### config.mk
export PLATFORM = sky130hd
export DESIGN_NAME = prog_counter
export DESIGN_NICKNAME = d
export VERILOG_FILES = /design/src/rtl/prog_counter_pkg.sv /design/src/rtl/prog_counter_prescaler.sv /design/src/rtl/prog_counter.sv
export SDC_FILE = /design/constraint.sdc
export NUM_CORES = 1
export LEC_CHECK = 0
export BUFFER_PORTS_ARGS = -buffer_cell sky130_fd_sc_hd__buf_2
export CAP_MARGIN = 15
export CORE_MARGIN = 4
export CORE_UTILIZATION = 53
export CTS_CLUSTER_DIAMETER = 50
export DETAILED_ROUTE_END_ITERATION = 6
export GPL_ROUTABILITY_DRIVEN = 0
export PLACE_DENSITY = 0.79
export SLEW_MARGIN = 40
export SYNTH_ARGS = -nofsm -noshare
export SYNTH_HDL_FRONTEND = slang
export SYNTH_SLANG_ARGS = --single-unit
### constraint.sdc
create_clock -name clk -period 2.75 [get_ports clk]
set_clock_uncertainty 0.05 [all_clocks]
set_input_delay 0.4125 -clock clk [delete_from_list [all_inputs] [get_ports clk]]
set_output_delay 0.4125 -clock clk [all_outputs]
set_load 0.03 [all_outputs]
### src/rtl/prog_counter_pkg.sv
// Shared types for the programmable up/down counter: count modes and the
// one-shot sequencer states.
package prog_counter_pkg;

    typedef enum logic [1:0] {
        MODE_WRAP    = 2'd0,
        MODE_SAT     = 2'd1,
        MODE_ONESHOT = 2'd2
    } mode_e;

    typedef enum logic [1:0] {
        ST_IDLE = 2'd0,
        ST_RUN  = 2'd1,
        ST_DONE = 2'd2
    } state_e;

endpackage : prog_counter_pkg

### src/rtl/prog_counter_prescaler.sv
// Step qualifier for prog_counter: passes every PRESCALE-th enabled cycle.
// Only present when PROG_COUNTER_PRESCALE_EN is defined.
`ifdef PROG_COUNTER_PRESCALE_EN
module prog_counter_prescaler #(
    parameter int unsigned PRESCALE = 4
) (
    input  logic clk,
    input  logic reset,
    input  logic clr_i,
    input  logic enable_i,
    output logic step_o
);

    localparam int unsigned     CW     = (PRESCALE > 2) ? $clog2(PRESCALE) : 1;
    localparam logic [CW-1:0]   LAST_C = CW'(PRESCALE - 1);
    localparam logic [CW-1:0]   ONE_C  = {{(CW-1){1'b0}}, 1'b1};

    logic [CW-1:0] cnt_q;
    logic [CW-1:0] cnt_d;

    // A clearing cycle never qualifies a step, so a fresh run always waits a full period.
    assign step_o = enable_i & ~clr_i & (cnt_q == LAST_C);

    // Next enabled-cycle count, wrapping after the qualifying cycle.
    always_comb begin
        cnt_d = cnt_q;
        if (clr_i) begin
            cnt_d = {CW{1'b0}};
        end else if (enable_i) begin
            cnt_d = (cnt_q == LAST_C) ? {CW{1'b0}} : (cnt_q + ONE_C);
        end else begin
            cnt_d = cnt_q;
        end
    end

    // Prescaler count register.
    always_ff @(posedge clk) begin
        if (reset) begin
            cnt_q <= {CW{1'b0}};
        end else begin
            cnt_q <= cnt_d;
        end
    end

endmodule : prog_counter_prescaler
`endif

### src/rtl/prog_counter.sv
// Parametrised up/down counter with programmable limit, load, and
// wrap / saturate / one-shot modes. Optional step prescaler: PROG_COUNTER_PRESCALE_EN.
module prog_counter
    import prog_counter_pkg::*;
#(
    parameter int unsigned      WIDTH     = 8,
    parameter logic [WIDTH-1:0] RESET_VAL = {WIDTH{1'b0}},
    parameter int unsigned      PRESCALE  = 4
) (
    input  logic             clk,
    input  logic             reset,
    input  logic             enable,
    input  logic             up_down,
    input  logic             load,
    input  logic [WIDTH-1:0] load_val,
    input  logic [WIDTH-1:0] limit,
    input  logic [1:0]       mode,
    input  logic             start,
    output logic [WIDTH-1:0] count_out,
    output logic             tc,
    output logic             busy,
    output logic             done
);

    localparam logic [WIDTH-1:0] ZERO_C = {WIDTH{1'b0}};
    localparam logic [WIDTH-1:0] ONE_C  = {{(WIDTH-1){1'b0}}, 1'b1};

    function automatic logic [WIDTH-1:0] clamp_to_limit(
        input logic [WIDTH-1:0] val,
        input logic [WIDTH-1:0] lim
    );
        return (val > lim) ? lim : val;
    endfunction

    logic [WIDTH-1:0] count_q, count_d;
    logic             tc_q, tc_d;
    logic             busy_q, busy_d;
    logic             done_q, done_d;
    state_e           state_q, state_d;
    state_e           os_state_s;

    mode_e            mode_s;
    logic             oneshot_s;
    logic             step_s;
    logic             at_bound_s;
    logic [WIDTH-1:0] stepped_s;
    logic [WIDTH-1:0] restart_s;

`ifdef PROG_COUNTER_PRESCALE_EN
    logic presc_clr_s;

    assign presc_clr_s = load | start;

    prog_counter_prescaler #(
        .PRESCALE (PRESCALE)
    ) u_prescaler (
        .clk      (clk),
        .reset    (reset),
        .clr_i    (presc_clr_s),
        .enable_i (enable),
        .step_o   (step_s)
    );
`else
    assign step_s = enable;
`endif

    // Reserved mode encoding 3 falls into the WRAP branch below.
    assign mode_s     = mode_e'(mode);
    assign oneshot_s  = (mode_s == MODE_ONESHOT);
    // Counting up, any count at or above a (possibly lowered) limit is the boundary.
    assign at_bound_s = up_down ? (count_q >= limit) : (count_q == ZERO_C);
    assign stepped_s  = up_down ? (count_q + ONE_C) : (count_q - ONE_C);
    // Wrap target and one-shot start value coincide: 0 going up, limit going down.
    assign restart_s  = up_down ? ZERO_C : limit;

    // Next count, terminal-count pulse and one-shot sequencing.
    always_comb begin
        count_d = count_q;
        tc_d    = 1'b0;
        case (state_q)
            ST_RUN, ST_DONE: os_state_s = state_q;
            default:         os_state_s = ST_IDLE;
        endcase

        if (load) begin
            count_d    = clamp_to_limit(load_val, limit);
            os_state_s = ST_IDLE;
        end else if (oneshot_s && start) begin
            count_d    = restart_s;
            os_state_s = ST_RUN;
        end else if (step_s) begin
            case (mode_s)
                MODE_SAT: begin
                    if (at_bound_s) begin
                        tc_d = 1'b1;
                    end else begin
                        count_d = stepped_s;
                    end
                end
                MODE_ONESHOT: begin
                    if (state_q != ST_RUN) begin
                        count_d = count_q;
                    end else if (at_bound_s) begin
                        tc_d       = 1'b1;
                        os_state_s = ST_DONE;
                    end else begin
                        count_d = stepped_s;
                    end
                end
                default: begin
                    if (at_bound_s) begin
                        tc_d    = 1'b1;
                        count_d = restart_s;
                    end else begin
                        count_d = stepped_s;
                    end
                end
            endcase
        end else begin
            count_d = count_q;
        end

        state_d = oneshot_s ? os_state_s : ST_IDLE;
        busy_d  = (state_d == ST_RUN);
        done_d  = (state_d == ST_DONE);
    end

    // Count, status and sequencer registers.
    always_ff @(posedge clk) begin
        if (reset) begin
            count_q <= RESET_VAL;
            tc_q    <= 1'b0;
            busy_q  <= 1'b0;
            done_q  <= 1'b0;
            state_q <= ST_IDLE;
        end else begin
            count_q <= count_d;
            tc_q    <= tc_d;
            busy_q  <= busy_d;
            done_q  <= done_d;
            state_q <= state_d;
        end
    end

    assign count_out = count_q;
    assign tc        = tc_q;
    assign busy      = busy_q;
    assign done      = done_q;

endmodule : prog_counter

==> results of run 1 <==
-- routing by layer --
metal	global-route usage [%]	part of all wire, %	up-vias	wire length [microns]
li1	-	-	701	-
met1	28.4	41	698	1610
met2	41.0	51	55	1960
met3	4.54	6.6	7	257
met4	4.75	1.3	0	51
met5	0	0	-	0
-- cell usage after synthesis (all sizes together) (2+ instances only) --
library cell	count
a22oi	2
nor3	3
mux2	3
a221oi	6
nor2	8
a2111oi	2
nand4	2
a211o	4
o21a	3
nand3	4
clkbuf	3
nor4	2
nand2	10
or3	3
nor2b	6
inv	16
dfxtp	13
ha	23
xnor2	4
o21ai	3
mux2i	7
a21o	2
buf	2
o211ai	2
a21oi	16
-- registers in the layout, indices dropped and copies added, names as in the netlist --
signal and flops:
tc 1, busy 1, count_out 8, state_q 2, done 1
-- report_power, final --
group	total [W]	internal, W	switching [W]
clock network	0.000124	0.0000563	0.0000675
registers	0.000232	0.000205	0.0000266
logic	0.000395	0.000172	0.000223
total	0.000750	0.000433	0.000317
-- how the worst max path moves through the flow --
stage,from,to,cells after the start
2_1_floorplan,count_out[0],count_out[2],9
3_3_place_gp,limit[3],count_out[2],10
3_5_place_dp,limit[3],count_out[2],10
4_1_cts,count_out[0],count_out[2],9
5_1_grt,count_out[0],count_out[2],10
6_report,count_out[0],count_out[2],10
-- cells by family (layout without fill, tap and decap cells) --
logic type / count (synthesis) / count (layout)
and+or+nand+nor: 40 / 40
adders and majority gates: 24 / 24
AOI/OAI and AO/OA: 52 / 52
buffers and inverters: 21 / 59
muxes: 10 / 10
DFF: 13 / 13
xor gates and xnor gates: 5 / 5
-- final cells by class --
cell class                      instances  area, sq um  area share [%]
Timing Repair Buffer                   39          208            12.3
Inverter                               16         60.1            3.57
Sequential cell                        13          262            15.5
Multi-Input combinational cell        131         1090            64.8
Clock buffer                            4         26.3            1.56
Tap cell                               30         37.5            2.23
-- timing repair --
action                     4_1_cts  5_1_grt
gates resized for setup          0        2
buffers inserted                 0        1
setup endpoints to repair        0        7
-- per-stage QoR --
stage	instances	utilization, %
floorplan	165	-
global placement	228	64.7
detailed placement	228	64.7
CTS	232	65.7
global route	233	66.7
finish	233	66.7
-- worst register-to-register path: stages, from the launching register on --
cell	delay, ps
dfxtp_2	410
inv_1	80
ha_1	270
nor3b_1	200
o21ai_1	130
a2111oi_4	320
buf_4	200
nor2_4	60
a2111oi_2	370
a311oi_1	100
a221oi_2	280
==> results.md, run 1 <==
* Cell-by-cell trace of the critical path: inv_1 -> ha_1 -> nor3b_1 -> o21ai_1 -> a2111oi_4 -> buf_4 -> nor2_4 -> a2111oi_2 -> a311oi_1 -> a221oi_2
* CP max FO at 6
* Max-capacitance violation count at 0
* CTS buffer count at 3
* TritonCTS clock tree: done
* Final nets at 252
* Mux contribution to synthesized area at 7.34%
* Total power at around 0.00075 W
* Core Box Area at roughly 0.0025 sq mm
* Count of unique library cells instantiated by Yosys at 46
* EDFF count, synth at 0
* Die width at 59.7 microns
* Hold depth at 2
* Post-Place Cell Area at around 0.0016 sq mm
* Critical Path RT at ~2900 ps
* Initial DRC Count at 67
* Commonest non-fill, non-tap cell in the layout: buf_2
* Die height at 59.7 microns
* Rows at 18
* Worst-path clk slew at 80 ps
* Crit end category: flip-flop
* Family with the most delay on the worst path: compound AO/OA/AOI/OAI gates
* Worst Hold Class: in2reg
* Worst Path Buf+Inv at 2
* Largest net degree at the start of global routing at 18
* DRC viols at 0
* Global-route wire length before repair at between 6000 and 7000 microns
* Initial antenna violation count at 0
* CP arrival at 2690 ps
* Mean post-synth cell area at 8.58 sq um
* Post-synthesis xor/xnor area fraction at around 3.1%
* Maximum VDD drop at 0.273 mV
* CP max-delay cell: dfxtp_2
* Boundary Pins at 35
* Leakage at 0.822 nW
* H-tree lvl count at 1
* Syn Inst Count at 165
* Fillers at 208
* Fmax at 392 MHz
* Clock sinks at 13
* Slew HR at a little over three fifths
* Hold Path Origin: start
* Via Count at ~1500
* Share of the synthesized area in the top cell type at 20.3%
* Fin. Hold Viols at 0
* Total Wirelength at 3880 microns
* Worst flop-to-flop path startpoint: count_out[0]
* Pre-Repair DR Iteration Count at 4
* Post-synth ARST share at 0%
* Layout area overhead at 18.9%
* Period utilisation layout at 92.8%
* Worst Max-Slew Pin Slew at about 560 ps
* Root Buffer: clkbuf_4
* Setup tns final at 0 ps
* Post-Place Worst Slack at 60.8 ps
* Flops & latches, synth at 13
* Top area cells in the synthesized netlist: ha_1 20%, dfxtp_1 18%, a21oi_1 5.7%
* Diode count at 0
* Ys flop type: dfxtp_1
* Largest area contributor in the netlist: ha_1
* Clock latency on the worst-skew pair at 280 ps
* Post-Syn Area at between 0.001 and 0.0015 sq mm
* Avg WL per Cell at 16.6 microns
* Pwr/cell area at between 400 and 500 mW/mm^2
* Post-synthesis compound-gate area fraction at ~30%
* Vias in the first global route at 1378
* Min setup slack post-route at 197 ps
* Crit path launch type: flip-flop
* Share of cells above drive strength 1 at 26.1%
* GR Overflow Total at 0
* Initial core utilization at 56.1%
* Final Slew Violations at 0
* Capturing point of the worst reg2reg path: count_out[2]
* DR vias/cell at 6.27
* Final Cell Area at 0.00168 sq mm
* Final period demand of the worst path at 2550 ps
* PortBufs at 34
* HPWL after DPL at 3120 microns
* Final setup violation count at 0
* CTS Buffer Depth at 2
* Hold buffer count at CTS at 0
* CP peak stage delay at 410 ps
* Adder-cell share of the synthesized area at between 20% and 30%
* Simple-Gate Fraction of Synth Area at between 10% and 20%
* Die area at around 0.0036 sq mm
* Hold path endpoint: done
* Most frequent cells in the layout: 34 x buf_2, 23 x ha_1, 16 x inv_1, 16 x a21oi_1, 12 x dfxtp_1
* GR Util All Layers at 23.0%
* Synth Net Count at 213
* Status: completed
* R2r setup slk at 200 ps
* Ys Warns at 0
* Largest family of logic cells by synthesized area: compound AO/OA/AOI/OAI gates
* Hold Slack at 312 ps
* CP Class: reg2reg
* Reg2reg path depth at 10
* Sequential share of the synthesized area at a little under a fifth
* Routed Antenna Nets at 0
(Power assumes the default switching activity.)
==> run 2: changes to the inputs <==
- CTS_BUF_LIST: unset -> sky130_fd_sc_hd__clkbuf_16
==> run 2 against run 1 <==
Compared with the run above:
- combinational power is 2% higher
- sequential power about the same
- critical endpoint unchanged
- clock-buffer cell count fell by 1
==> results.md, run 2 (synthesis results as in run 1) <==
* Post-CTS setup buffers at 0
* Worst-path clk slew at ~40 ps
* Fmax at 387 MHz
* CP max FO at 6
* DR vias/cell at 6.38
* Crit end category: flip-flop
* Die area at about 0.0036 sq mm
* Final setup violation count at 0
* Pwr/cell area at 522 mW/mm^2
* Commonest non-fill, non-tap cell in the layout: buf_2
* Clock sinks at 13
* H-tree lvl count at 1
* Largest net degree at the start of global routing at 18
* Slew HR at 62.5%
* GR Util All Layers at 23.7%
* Die width at ~60 microns
* Fin. Hold Viols at 0
* Die height at 59.7 microns
* Rows at 18
* Share of cells above drive strength 1 at 25.7%
* Max reg flops at 8
* Total Wirelength at approximately 4000 microns
* Initial core utilization at 56.1%
* CP Class: reg2reg
* TritonCTS clock tree: done
* Period utilisation layout at 94.0%
* Worst Max-Slew Pin Slew at about 560 ps
* Critical Path RT at about 2800 ps
* Leakage at 0.846 nW
* PortBufs at 34
* Vias in the first global route at 1391
* Final period demand of the worst path at 2590 ps
* HPWL after DPL at 3120 microns
* CTS Buffer Depth at 2
* DRC viols at 0
* Status: completed
* Diode count at 0
* Avg WL per Cell at 17.5 microns
* Pre-Repair DR Iteration Count at 4
* Final nets at 251
* Clock latency on the worst-skew pair at 250 ps
* Root Buffer: clkbuf_16
* Final Slew Violations at 0
* CP arrival at 2680 ps
* Core Box Area at around 0.0025 sq mm
* CTS buffer count at 3
* Layout area overhead at 23.0%
* Global-route wire length before repair at between 6000 and 7000 microns
* Initial DRC Count at 82
* Via Count at 1479
* Hold Slack at 363 ps
* Max-capacitance violation count at 0
* Worst Hold Class: in2reg
* Crit path launch type: flip-flop
* Setup tns final at 0 ps
* Maximum VDD drop at 0.429 mV
* Most frequent cells in the layout: 34 x buf_2, 23 x ha_1, 17 x inv_1, 16 x a21oi_1, 12 x dfxtp_1
* Boundary Pins at 35
* GR Overflow Total at 0
* Initial antenna violation count at 0
* Routed Antenna Nets at 0
* RSZ-0062 raised after global routing: false
==> run 2: through the flow <==
| stage | total power, W | utilization, % | std cells | cell area, sq um | setup slack, ps |
|---|---|---|---|---|---|
| after floorplan | 0.000509 | - | 165 | 1420 | 150 |
| after global placement | 0.000601 | 64.7 | 228 | 1630 | 109 |
| after detailed placement | 0.000616 | 64.7 | 228 | 1630 | 60.8 |
| after CTS | 0.000889 | 67.8 | 232 | 1710 | 59.4 |
| after global routing | 0.000965 | 69.0 | 232 | 1740 | 12.7 |
| final | 0.000908 | 69.0 | 232 | 1740 | 165 |
==> run 2: final timing paths <==
check | start | endpoint | slack, ps | depth (start not counted)
setup / recovery | count_out[0] | count_out[2] | 160 | 9
hold reg to reg | count_out[0] | count_out[0] | 490 | 2
hold / removal | start | done | 360 | 2
setup reg to reg | count_out[0] | count_out[2] | 160 | 9
==> run 2: final cells by class <==
class,count,area [sq um]
Multi-Input combinational cell,131,1100
Timing Repair Buffer,38,200
Clock inverter,1,3.75
Tap cell,30,37.5
Inverter,16,60.1
Sequential cell,13,262
Clock buffer,3,75.1
Fill cell,197,782
==> run 2: critical path: stages, from the launching register on <==
cell and delay (ps):
dfxtp_2 390, inv_1 80, ha_1 270, nor3b_1 210
o21ai_1 130, a2111oi_4 490, nor2_4 130, a2111oi_4 360
a311oi_1 100, a221oi_2 290
==> run 2: routing by layer <==
| metal | track usage, % | routed length [microns] |
|---|---|---|
| met1 | 28.1 | 1620 |
| met2 | 42.6 | 2050 |
| met3 | 4.54 | 285 |
| met4 | 6.96 | 114 |
| met5 | 0 | 0 |
==> run 2: what timing repair did <==
| item | 4_1_cts | 5_1_grt |
|---|---|---|
| setup endpoints to repair | 0 | 7 |
| resized for setup | 0 | 3 |
| hold buffers | 0 | 0 |
==> run 2: power breakdown <==
group          total (W)  internal (W)  switching [W]
registers       0.000234      0.000206      0.0000273
clock network   0.000272      0.000192      0.0000803
logic           0.000402      0.000172       0.000230
==> run 3: changes to the inputs <==
- ABC_AREA: unset -> 1
- BUFFER_PORTS_ARGS: -buffer_cell sky130_fd_sc_hd__buf_2 -> unset
- DONT_BUFFER_PORTS: unset -> 1
- PLACE_DENSITY: 0.79 -> 0.68
==> run 3 against run 2 <==
Compared with the run above:
- clock-buffer cell count unchanged
- largest power group unchanged
- critical path depth grew 1
- highest routed layer unchanged
- setup slack improved by 470 ps
- combinational power is 1% higher
- utilization is 8.7 points lower
- sequential power increased by 11%
==> results.md, run 3 <==
* Final setup violation count at 0
* Setup tns final at 0 ps
* Min setup slack post-route at between 600 and 700 ps
* Total Wirelength at between 4000 and 5000 microns
* Final period demand of the worst path at 2120 ps
* CP max-delay cell: dfxtp_1
* Hold depth at 1
* TritonCTS clock tree: done
* Mean post-synth cell area at around 6.7 sq um
* Crit-path most repeated cell: nand2_1
* Die width at around 66 microns
* Fmax at roughly 470 MHz
* Worst-path clk slew at about 50 ps
* Most frequent cells in the layout: 64 x nand2_1, 33 x nand3_1, 32 x inv_1, 23 x ha_1, 22 x nor2_1
* Final Slew Violations at 0
* CTS Buffer Depth at 2
* Post-Syn Area at 0.00179 sq mm
* Hold Path Origin: reset
* CP arrival at about 2300 ps
* DRC viols at 0
* CP Class: reg2reg
* Status: completed
* PortBufs at 0
* Area of the multi-input gates at 0.00134 sq mm
* Core Box Area at 0.00315 sq mm
* Crit path launch type: flip-flop
* Max-capacitance violation count at 0
* Synth cell count leaders: 64 x nand2_1, 33 x nand3_1, 31 x inv_1, 23 x ha_1, 22 x nor2_1
* Most frequent cell after synthesis: nand2_1
* EDFF count, synth at 0
* CTS buffer count at 3
* Initial antenna violation count at 0
* Top area cells in the synthesized netlist: ha_1 16%, dfxtp_1 15%, nand2_1 13%
* Hold path endpoint: done
* CP max FO at 4
* Fin. Hold Viols at 0
* Ys Warns at 0
* Fillers at roughly 330
* DR vias/cell at ~5.4
* Worst Hold Class: in2reg
* Largest net degree at the start of global routing at 17
* R2r setup slk at 630 ps
* Routed Antenna Nets at 0
* HPWL after DPL at 3510 microns
* Flops & latches, synth at 13
* Period utilisation layout at 77.0%
* Global-route wire length before repair at 7450 microns
* Initial core utilization at 56.9%
* Pre-Repair DR Iteration Count at 4
* Initial DRC Count at 64
* Share of cells above drive strength 1 at 15.2%
* Capturing point of the worst reg2reg path: count_out[5]
* Die height at 66.2 microns
* Share of the synthesized area in the top cell type at 16.0%
* Post-CTS setup buffers at 0
* Commonest non-fill, non-tap cell in the layout: nand2_1
* Syn Inst Count at around 270
* Hold buffer count at CTS at 0
* Ys flop type: dfxtp_1
* Layout area overhead at 5.93%
* Reg2reg path depth at 10
* Clock sinks at 13
* Slew HR at 65.1%
* Worst flop-to-flop path startpoint: count_out[2]
* Critical path origin: count_out[2]
* Via Count at 1685
* Max reg flops at 8
* Post-CTS sizing at 0
* H-tree lvl count at 1
* Boundary Pins at 35
* Worst Path Buf+Inv at 0
* Root Buffer: clkbuf_16
* Post-synth ARST share at 0%
* Post-Place Worst Slack at 643 ps
* Cell-by-cell trace of the critical path: ha_1 -> or2_2 -> nand2_1 -> nor2_1 -> nor2_1 -> xnor2_1 -> nand3_1 -> nand2_1 -> nand2_1 -> a21oi_2
* Clock latency on the worst-skew pair at 240 ps
* Diode count at 0
* Worst Max-Slew Pin Slew at 523 ps
* Crit end category: flip-flop
* Synth Net Count at 316
* RSZ-0062 raised after global routing: false
* Rows at 20
* Critical Path RT at 2880 ps
* GR Util All Layers at 21.8%
* Family with the most delay on the worst path: simple AND/OR/NAND/NOR gates
* Die area at 0.00438 sq mm
* Leakage at 0.959 nW
* Reg area at 260 sq um
* Maximum VDD drop at 0.257 mV
* GR Overflow Total at 0
* Vias in the first global route at 1621
* Count of unique library cells instantiated by Yosys at 36
* Avg WL per Cell at 13.9 microns
* CP peak stage delay at 590 ps
* Pwr/cell area at 494 mW/mm^2
* Final nets at 318
* Sequential share of the synthesized area at between 10% and 20%
* Largest area contributor in the netlist: ha_1
## run 3: changes by cell type after synthesis, moves of 5 or more
cell / previous run / this run
a21oi_2: 0 / 16
a221oi_1: 5 / 0
inv_1: 16 / 31
mux2i_1: 7 / 0
nand2_1: 10 / 64
nand3_1: 4 / 33
nor2_1: 7 / 22
nor2b_1: 6 / 0
## run 3: power by group
group | switching [W] | internal, W
logic | 0.000247 | 0.000161
clock network | 0.0000801 | 0.000192
registers | 0.0000531 | 0.000206
total | 0.000380 | 0.000559
## run 3: worst max path at each step
stage                         endpoint  cells past startpoint
after floorplan           count_out[5]                     12
after global routing      count_out[5]                     10
after CTS                 count_out[5]                     10
after detailed placement  count_out[5]                     10
after global placement    count_out[7]                     12
final                     count_out[5]                     10
## run 3: layout make-up
cell class / count / area share [%]
Inverter: 36 / 7.11
Tap cell: 44 / 2.90
Clock inverter: 1 / 0.197
Sequential cell: 13 / 13.7
Clock buffer: 3 / 3.95
Multi-Input combinational cell: 212 / 70.6
Timing Repair Buffer: 4 / 1.58
## run 3: logic make-up after synthesis
kind of cell / share of synthesized area [%]
simple gates: 37.2
xor+xnor: 3.42
buf+inv: 10.7
compound gates: 16.9
flops: 14.5
fa+ha+maj: 17.2
## run 3: metrics by stage
step                      instances  hold WS (ps)  power (W)  util [%]  area (sq um)
after floorplan                 268           435   0.000601         -          1790
after global placement          309           436   0.000663      57.8          1820
after detailed placement        309           440   0.000667      57.8          1820
after CTS                       313           188   0.000946      60.3          1900
after global routing            313           188    0.00101      60.3          1900
final                           313           189   0.000939      60.3          1900
## run 3: worst reg2reg max path, delay by kind of cell, from the launching register on
family | cells | cell delay, ps
and+or+nand+nor | 7 | 790
AOI/OAI and AO/OA | 1 | 110
xor gates and xnor gates | 1 | 150
DFF | 1 | 590
adders and majority gates | 1 | 370
## run 3: per-layer routing
layer,track usage (%),part of all wire (%)
met5,0,0
met4,6.35,1.5
met3,5.10,5.8
met2,37.4,48
met1,26.7,45
